[config.mk]
export PLATFORM = sky130hd
export DESIGN_NAME = level_fifo
export DESIGN_NICKNAME = d
export VERILOG_FILES = /design/src/rtl/level_fifo.sv
export SDC_FILE = /design/constraint.sdc
export NUM_CORES = 1
export LEC_CHECK = 0
export CORE_MARGIN = 2
export CORE_UTILIZATION = 25
export DETAILED_ROUTE_END_ITERATION = 7
export SYNTH_ARGS = -nofsm -noshare
export SYNTH_HDL_FRONTEND = slang
export SYNTH_SLANG_ARGS = --single-unit
[constraint.sdc]
create_clock -name clk_i -period 3.7 [get_ports clk_i]
set_input_delay 0.555 -clock clk_i [delete_from_list [all_inputs] [get_ports clk_i]]
set_output_delay 0.555 -clock clk_i [all_outputs]
set_load 0.005 [all_outputs]
[src/rtl/level_fifo.sv]
// First-word-fall-through FIFO with fill level, almost-full/empty flags, synchronous flush,
// sticky overflow/underflow errors and a peak-level monitor.
module level_fifo #(
   parameter int BUF_SIZE   = 8,
   parameter int DATA_WIDTH = 16,
   parameter int AF_LEVEL   = 6,
   parameter int AE_LEVEL   = 2
) (
   input  logic                        clk_i,
   input  logic                        rst_ni,
   input  logic                        flush_i,
   input  logic                        wr_i,
   input  logic [DATA_WIDTH-1:0]       wdata_i,
   input  logic                        rd_i,
   output logic [DATA_WIDTH-1:0]       rdata_o,
   output logic                        empty_o,
   output logic                        full_o,
   output logic                        almost_empty_o,
   output logic                        almost_full_o,
   output logic [$clog2(BUF_SIZE):0]   level_o,
   output logic [$clog2(BUF_SIZE):0]   peak_o,
   output logic                        overflow_o,
   output logic                        underflow_o
);

   localparam int AW = $clog2(BUF_SIZE);
   localparam int LW = AW + 1;

   localparam logic [LW-1:0] LVL_FULL = LW'(BUF_SIZE);
   localparam logic [LW-1:0] LVL_AF   = LW'(AF_LEVEL);
   localparam logic [LW-1:0] LVL_AE   = LW'(AE_LEVEL);
   localparam logic [LW-1:0] LVL_ONE  = LW'(1);
   localparam logic [AW-1:0] PTR_ONE  = AW'(1);

   logic [DATA_WIDTH-1:0] mem_q [BUF_SIZE];

   logic [AW-1:0] wr_ptr_q, wr_ptr_d;
   logic [AW-1:0] rd_ptr_q, rd_ptr_d;
   logic [LW-1:0] level_q, level_d;
   logic [LW-1:0] peak_q, peak_d;
   logic          ovf_q, ovf_d;
   logic          udf_q, udf_d;

   logic rd_acc;
   logic wr_acc;
   logic not_empty;

   assign not_empty = (level_q != '0);
   assign rd_acc    = rd_i & not_empty;
   // A full FIFO still takes a write when the same edge pops the head.
   assign wr_acc    = wr_i & ((level_q != LVL_FULL) | rd_acc);

   always_comb begin
      wr_ptr_d = wr_ptr_q;
      rd_ptr_d = rd_ptr_q;
      level_d  = level_q;
      ovf_d    = ovf_q;
      udf_d    = udf_q;

      if (flush_i) begin
         wr_ptr_d = '0;
         rd_ptr_d = '0;
         level_d  = '0;
         ovf_d    = 1'b0;
         udf_d    = 1'b0;
      end else begin
         if (wr_acc) wr_ptr_d = wr_ptr_q + PTR_ONE;
         if (rd_acc) rd_ptr_d = rd_ptr_q + PTR_ONE;

         case ({wr_acc, rd_acc})
            2'b10:   level_d = level_q + LVL_ONE;
            2'b01:   level_d = level_q - LVL_ONE;
            default: level_d = level_q;
         endcase

         if (wr_i & ~wr_acc) ovf_d = 1'b1;
         if (rd_i & ~rd_acc) udf_d = 1'b1;
      end

      if (flush_i)                peak_d = '0;
      else if (level_d > peak_q)  peak_d = level_d;
      else                        peak_d = peak_q;
   end

   always_ff @(posedge clk_i or negedge rst_ni) begin
      if (!rst_ni) begin
         wr_ptr_q <= '0;
         rd_ptr_q <= '0;
         level_q  <= '0;
         peak_q   <= '0;
         ovf_q    <= 1'b0;
         udf_q    <= 1'b0;
      end else begin
         wr_ptr_q <= wr_ptr_d;
         rd_ptr_q <= rd_ptr_d;
         level_q  <= level_d;
         peak_q   <= peak_d;
         ovf_q    <= ovf_d;
         udf_q    <= udf_d;
      end
   end

   // Storage is deliberately left out of reset; level gates what is visible.
   always_ff @(posedge clk_i) begin
      if (!flush_i && wr_acc) mem_q[wr_ptr_q] <= wdata_i;
   end

   assign rdata_o        = not_empty ? mem_q[rd_ptr_q] : '0;
   assign empty_o        = ~not_empty;
   assign full_o         = (level_q == LVL_FULL);
   assign almost_empty_o = (level_q <= LVL_AE);
   assign almost_full_o  = (level_q >= LVL_AF);
   assign level_o        = level_q;
   assign peak_o         = peak_q;
   assign overflow_o     = ovf_q;
   assign underflow_o    = udf_q;

endmodule
==> results.md, run 1 <==
* Syn Inst Count at 318
* Antenna Nets Post-Route at 0
* CP Max Fanout at 3
* Cts repair resizes at 0
* Multi-input logic area at roughly 0.0016 mm^2
* Worst-Skew Late Latency at 410 ps
* CTS Hold Buffers Added at 0
* Critical Path End: peak_o[3]
* Placer's final routability congestion estimate at 0.734
* Initial antenna violation count at 0
* VDD IR max at 285 uV
* Part of the Yosys area used for sequential elements at 71.5%
* TNS Setup at 0 ps
* CTS max path bufs at 2
* Largest net degree at the start of global routing at 35
* Worst setup path start: rd_i
* Clk root buf: clkbuf_16
* R2R depth at 13
* Total CTS buffers at 17
* Post-Syn Area at a little under 0.006 mm^2
* Storage element area at approximately 0.0042 mm^2
* Number of global-route vias before repair at roughly 3300
* Die area at 0.0250 mm^2
* Detailed-placement wirelength estimate at slightly above 7 mm
* Min Hold Slack at about 500 ps
* Ys Warns at 0
* Critical path type: input pin to flip-flop
* Global route total overflow at 0
* Row Count at 56
* Max-slew headroom at slightly above 20%
* Vias at between 3000 and 4000
* Clock transition at path regs at about 60 ps
* Leak at roughly 2.5 nW
* Core area at between 0.02 and 0.025 mm^2
* Post-synth cell types at 39
* Slew @ Worst Pin at between 1000 and 1500 ps
* RSZ-0062 raised after global routing: no
* Vias per cell at 4.24
* Max Transition Viols Final at 0
* Chip Width at 158 um
* Setup-failing EPs final at 0
* Final wirelength at between 10 and 15 mm
* Boundary Pins at a little over 50
* H-tree depth at 4
* Number of fill cells at between 2000 and 2500
* Crit share post-route at 92.8%
* All-Layer GR Usage at between 10% and 20%
* Post-CTS setup buffers at 0
* Synth area leaders: edfxtp_1, mux4_2, dfrtp_1
* Clk sinks at between 100 and 150
* Final cell count without fillers at approximately 720
* CP Launch Type: input pin
* Area Overhead vs Synth at 26.2%
* DRT iter0 DRCs at 155
* Yosys top cell area share at around 65%
* P per Cell Area at around 690 mW/mm^2
* Min-delay worst type: flip-flop to flip-flop
* Final Hold Viols at 0
* Die Span Y at 158 um
* FF+latch count, synth at ~140
* WP data required at about 4000 ps
* Tmin final at between 3000 and 4000 ps
* Fmax at just under 300 MHz
* CTS tree: yes
* Critical R2R Launch: level_o[2]
* Nets at roughly 420
* Outcome: finished, final reports clean
* Initial Util at between 20% and 30%
* DRC Markers at 0
* Yosys top cell by area: edfxtp_1
* Wirelength per Cell at approximately 17 um
* Placed cells at about 690
* Drt first pass iters at 6
* End of the worst register-to-register path: peak_o[3]
* Syn_nets at 348
* Crit. End Element: flip-flop
* Buffers on Ports at 50
* Maxcap violations at 0
* ANT cells at 0
* Share of layout cells above drive strength 1 at between 20 and 25%
* Final core occ at roughly a third
* Syn_area_per_cell at roughly 19 um^2
* Max Clock Skew at slightly below 5 ps
* Register-to-Register Setup Slack at 280 ps
* First-pass GRT wire length at between 15 and 20 mm
* Critical Path AT at 3730 ps
==> power breakdown <==
group / switching [mW] / internal (mW)
sequential: 0.0493 / 1.85
clock: 0.695 / 0.875
combinational: 0.774 / 0.921
==> layout by cell type (no fill, tap or decap), types with 4 or more instances in the layout <==
master             n
clkdlybuf4s50_1   50
inv_1              9
ha_1               8
nand2_1            4
buf_4             22
edfxtp_1         128
a21oi_1            4
clkbuf_16         17
mux2i_1           20
inv_6              5
mux4_2            32
nor2_1            40
nand2b_1           4
dfrtp_1           15
xnor2_1            4
==> final cells by class <==
type	instances	share of cell area, %
repair buffers	73	9.15
clock buffers	17	5.68
well taps	319	5.33
multi-input cells	147	21.1
inverters	9	0.451
clock inverters	15	1.64
flip-flops and latches	144	56.7
==> metal layers <==
| metal | routed length, um | GRT usage (%) | vias up |
|---|---|---|---|
| li1 | - | - | 1396 |
| met1 | 5270 | 12.7 | 1590 |
| met2 | 6030 | 17.4 | 71 |
| met3 | 526 | 3.15 | 10 |
| met4 | 120 | 2.96 | 0 |
| met5 | 0 | 0 | - |
==> state kept, by name, indices dropped and copies added (netlist names) <==
register and cells:
wr_ptr_q 3, mem_q 128, peak_o 4, level_o 4, underflow_o 1, rd_ptr_q 3
overflow_o 1
==> how the worst min path moves through the flow <==
stage	cells after the start	end	from	slack, ps
after detailed placement	2	underflow_o	underflow_o	490
after global routing	2	underflow_o	underflow_o	530
after CTS	2	underflow_o	underflow_o	510
after floorplan	0	level_o[0]	rst_ni	260
final	2	underflow_o	underflow_o	500
after global placement	2	underflow_o	underflow_o	480
==> synth_stat cells, drive strengths merged <==
| library cell | n |
|---|---|
| nand2b | 4 |
| o311a | 1 |
| a2111o | 1 |
| o211ai | 1 |
| inv | 9 |
| a21oi | 5 |
| dfrtp | 16 |
| xor2 | 3 |
| clkbuf | 9 |
| edfxtp | 128 |
| or3 | 2 |
| mux4 | 32 |
| nand2 | 4 |
| a21o | 1 |
| a31o | 1 |
| nor2 | 40 |
| nand3 | 1 |
| o21ai | 1 |
| xnor2 | 4 |
| a211oi | 3 |
| buf | 9 |
| nor4 | 1 |
| nor2b | 1 |
| mux2i | 20 |
| a31oi | 1 |
| ha | 8 |
| fa | 1 |
| and2 | 1 |
| or4b | 1 |
| o31ai | 1 |
| o311ai | 1 |
| mux2 | 2 |
| o41ai | 1 |
| nor3 | 3 |
| and4 | 1 |
==> critical path: stages <==
cell	delay, ps
clkdlybuf4s50_1	520
o41ai_4	100
nor2_1	150
ha_1	250
a21o_1	170
a2111o_2	470
o31ai_2	90
xnor2_1	160
nor2_1	70
ha_1	330
and4_1	210
a21oi_2	120
or4b_1	450
o311ai_1	100
==> cell families (layout without fill, tap and decap cells) <==
kind of cell / Yosys count / count (layout) / synth area share [%]
flip-flops: 144 / 144 / 71.5
AND/OR/NAND/NOR: 59 / 59 / 4.64
multiplexers: 54 / 54 / 15.9
buffers and inverters: 27 / 114 / 2.13
AO/OA/AOI/OAI: 18 / 18 / 2.76
adder cells (fa/ha/maj): 9 / 9 / 2.02
XOR/XNOR: 7 / 7 / 1.03
==> stage by stage <==
step                      power (mW)  setup WS, ps  instance area [um^2]
after floorplan                 2.91          20.9                  5940
after global placement          3.65         -59.1                  6940
after detailed placement        3.67          -157                  6940
after CTS                       5.26           254                  7490
after global routing            5.46          43.6                  7490
final                           5.17           267                  7490
Note: power is estimated with default switching activity, not from simulation.
==> run 2: changes to the inputs <==
--- a/config.mk
+++ b/config.mk
@@ -8,6 +8,7 @@
 export CORE_MARGIN = 2
 export CORE_UTILIZATION = 25
 export DETAILED_ROUTE_END_ITERATION = 7
+export REMOVE_ABC_BUFFERS = 1
 export SYNTH_ARGS = -nofsm -noshare
 export SYNTH_HDL_FRONTEND = slang
 export SYNTH_SLANG_ARGS = --single-unit
==> run 2 against run 1 <==
Against the previous run: die area stayed put; final cell count increased by 1.2%; power up 0.89%; clock power is 3% higher; critical path depth down 1; register-to-register slack about the same; global-route usage rose by 0.26 points; non-clock buffer count is 9 higher; worst setup slack gained 11 ps; count of clock-buffer cells in the layout increased by 5.
==> results.md, run 2 (synthesis gave the netlist of run 1 again) <==
* Number of fill cells at 2285 (-0.57%)
* First-pass GRT wire length at 19.1 mm (+2.9%)
* Detailed-placement wirelength estimate at 7.99 mm (+11%)
* Cts repair resizes at 0 (unchanged)
* Placed cells at 701 (+1.3%)
* Storage element area at 0.00425 mm^2 (unchanged)
* Fmax at 292 MHz (+0.32%)
* Clock transition at path regs at 60 ps (about the same)
* Outcome: finished, final reports clean
* Most frequent cells in the layout: edfxtp_1, clkdlybuf4s50_1, nor2_1
* H-tree depth at 4 (unchanged)
* Clk root buf: clkbuf_16
* Post-Place Setup Slack at -128 ps (+28.9 ps)
* CTS tree: yes
* Max Clock Skew at 13.2 ps (+8.31 ps)
* Power Total at 5.21 mW (+0.89%)
* CP Launch Type: flip-flop
* CP Max Fanout at 3 (unchanged)
* Initial Util at 25.4% (unchanged)
* Critical path type: flip-flop to flip-flop
* CTS Hold Buffers Added at 0 (unchanged)
* ANT cells at 0 (unchanged)
* Boundary Pins at 51 (unchanged)
* Crit. End Element: flip-flop
* Critical Path AT at 3740 ps (about the same)
* Core area at 0.0234 mm^2 (unchanged)
* VDD IR max at 353 uV (+24%)
* Number of global-route vias before repair at 3356 (+2.2%)
* Final worst slack at 278 ps (+11.0 ps)
* Clk sinks at 144 (unchanged)
* All-Layer GR Usage at 10.5% (+0.26 points)
* Initial antenna violation count at 0 (unchanged)
* Max Transition Viols Final at 0 (unchanged)
* Buffers on Ports at 50 (unchanged)
* Row Count at 56 (unchanged)
* CP max stage delay at 460 ps (-60 ps)
* Wirelength per Cell at 16.6 um (+0.31%)
* Nets at 431 (+2.1%)
* Largest reg by FF count: mem_q
* Chip Width at 158 um (unchanged)
* P per Cell Area at 687 mW/mm^2 (-0.46%)
* Final cell count without fillers at 733 (+1.2%)
* Slowest CP cell: a2111o_2
* Die Span Y at 158 um (unchanged)
* Min-delay worst type: flip-flop to flip-flop
* Setup-failing EPs final at 0 (unchanged)
* DRC Markers at 0 (unchanged)
* Max-slew headroom at 22.8% (+2.4 points)
* Final wirelength at 12.1 mm (+1.6%)
* Largest net degree at the start of global routing at 19 (-46%)
* Maxcap violations at 0 (unchanged)
* Leak at 2.54 nW (+2.9%)
* Die area at 0.0250 mm^2 (unchanged)
* Vias per cell at 4.24 (about the same)
* Slew @ Worst Pin at 1160 ps (-35.3 ps)
* Drt first pass iters at 6 (unchanged)
* Share of layout cells above drive strength 1 at 25.4% (+0.92 points)
* Antenna Nets Post-Route at 0 (unchanged)
* Crit share post-route at 92.5% (-0.30 points)
* Min Hold Slack at 519 ps (+20.5 ps)
* WP data required at 4020 ps (+20 ps)
* Final Hold Viols at 0 (unchanged)
* Placer's final routability congestion estimate at 0.768 (+4.6%)
* Area Overhead vs Synth at 27.9%
* DRT iter0 DRCs at 142 (-8.4%)
* Global route total overflow at 0 (unchanged)
* Worst-Skew Late Latency at 420 ps (about the same)
* Total CTS buffers at 17 (unchanged)
* Worst-path cell chain: o41ai_4 > nor2_1 > ha_1 > a21o_1 > a2111o_2 > o31ai_2 > xnor2_1 > nor2_1 > ha_1 > and4_1 > a21oi_1 > or4b_1 > o311ai_1
* Largest register FFs at 128 (unchanged)
* CTS max path bufs at 2 (unchanged)
* Multi-input logic area at 0.00157 mm^2 (-0.24%)
* Most common cell after layout, fill and taps aside: edfxtp_1
* Post-CTS setup buffers at 0 (unchanged)
* Vias at 3108 (+1.3%)
* Final core occ at 32.4% (+0.43 points)
* RSZ-0062 raised after global routing: no
* Tmin final at 3420 ps (-11.0 ps)
==> run 2: cell count changes in the layout (fill, tap and decap cells not counted), moves of 2 or more <==
| cell | delta |
|---|---|
| clkbuf_1 | +3 |
| clkinvlp_4 | -3 |
| inv_6 | -3 |
| buf_4 | +8 |
| inv_8 | -3 |
| clkinv_4 | +2 |
| inv_4 | +3 |
==> run 2: final timing paths <==
check | start | end | slack, ps | cells past startpoint
max | level_o[2] | peak_o[3] | 280 | 13
min | overflow_o | overflow_o | 520 | 2
max reg2reg | level_o[2] | peak_o[3] | 280 | 13
min reg2reg | overflow_o | overflow_o | 520 | 2
max in group asynchronous | rst_ni | rd_ptr_q[0] | 2560 | 1
min in group asynchronous | rst_ni | level_o[1] | 600 | 1
==> run 2: layer usage <==
layer | GRT usage (%) | part of all wire, % | routed length, um
met4 | 3.52 | 1.3 | 153
met1 | 13.2 | 46 | 5550
met2 | 17.2 | 49 | 5920
met5 | 0 | 0 | 0
met3 | 3.56 | 4.3 | 516
==> run 2: area by class of cell <==
type	count	area share (%)
Clock buffer	22	6.26
Inverter	9	0.445
Multi-Input combinational cell	147	20.7
Tap cell	319	5.26
Clock inverter	10	1.29
Sequential cell	144	55.9
Timing Repair Buffer	82	10.1
==> run 2: stage by stage <==
stage	instance area [um^2]	TNS [ps]
CTS	7590	0
global route	7590	0
detailed placement	7020	-304
global placement	7020	-219
finish	7590	0
floorplan	5840	-64.7
==> run 2: report_power, final <==
part           switching (mW)  internal [mW]  total [mW]
Combinational           0.722          0.922        1.64
Sequential             0.0941           1.85        1.95
Clock                   0.633          0.989        1.62
Total                    1.45           3.77        5.21
==> run 2: worst max-delay path, delay by kind of cell, from the launching register on <==
family,cells,cell delay [ps]
simple gates,4,830
compound gates,6,1320
xor+xnor,1,150
flops,1,420
fa+ha+maj,2,590
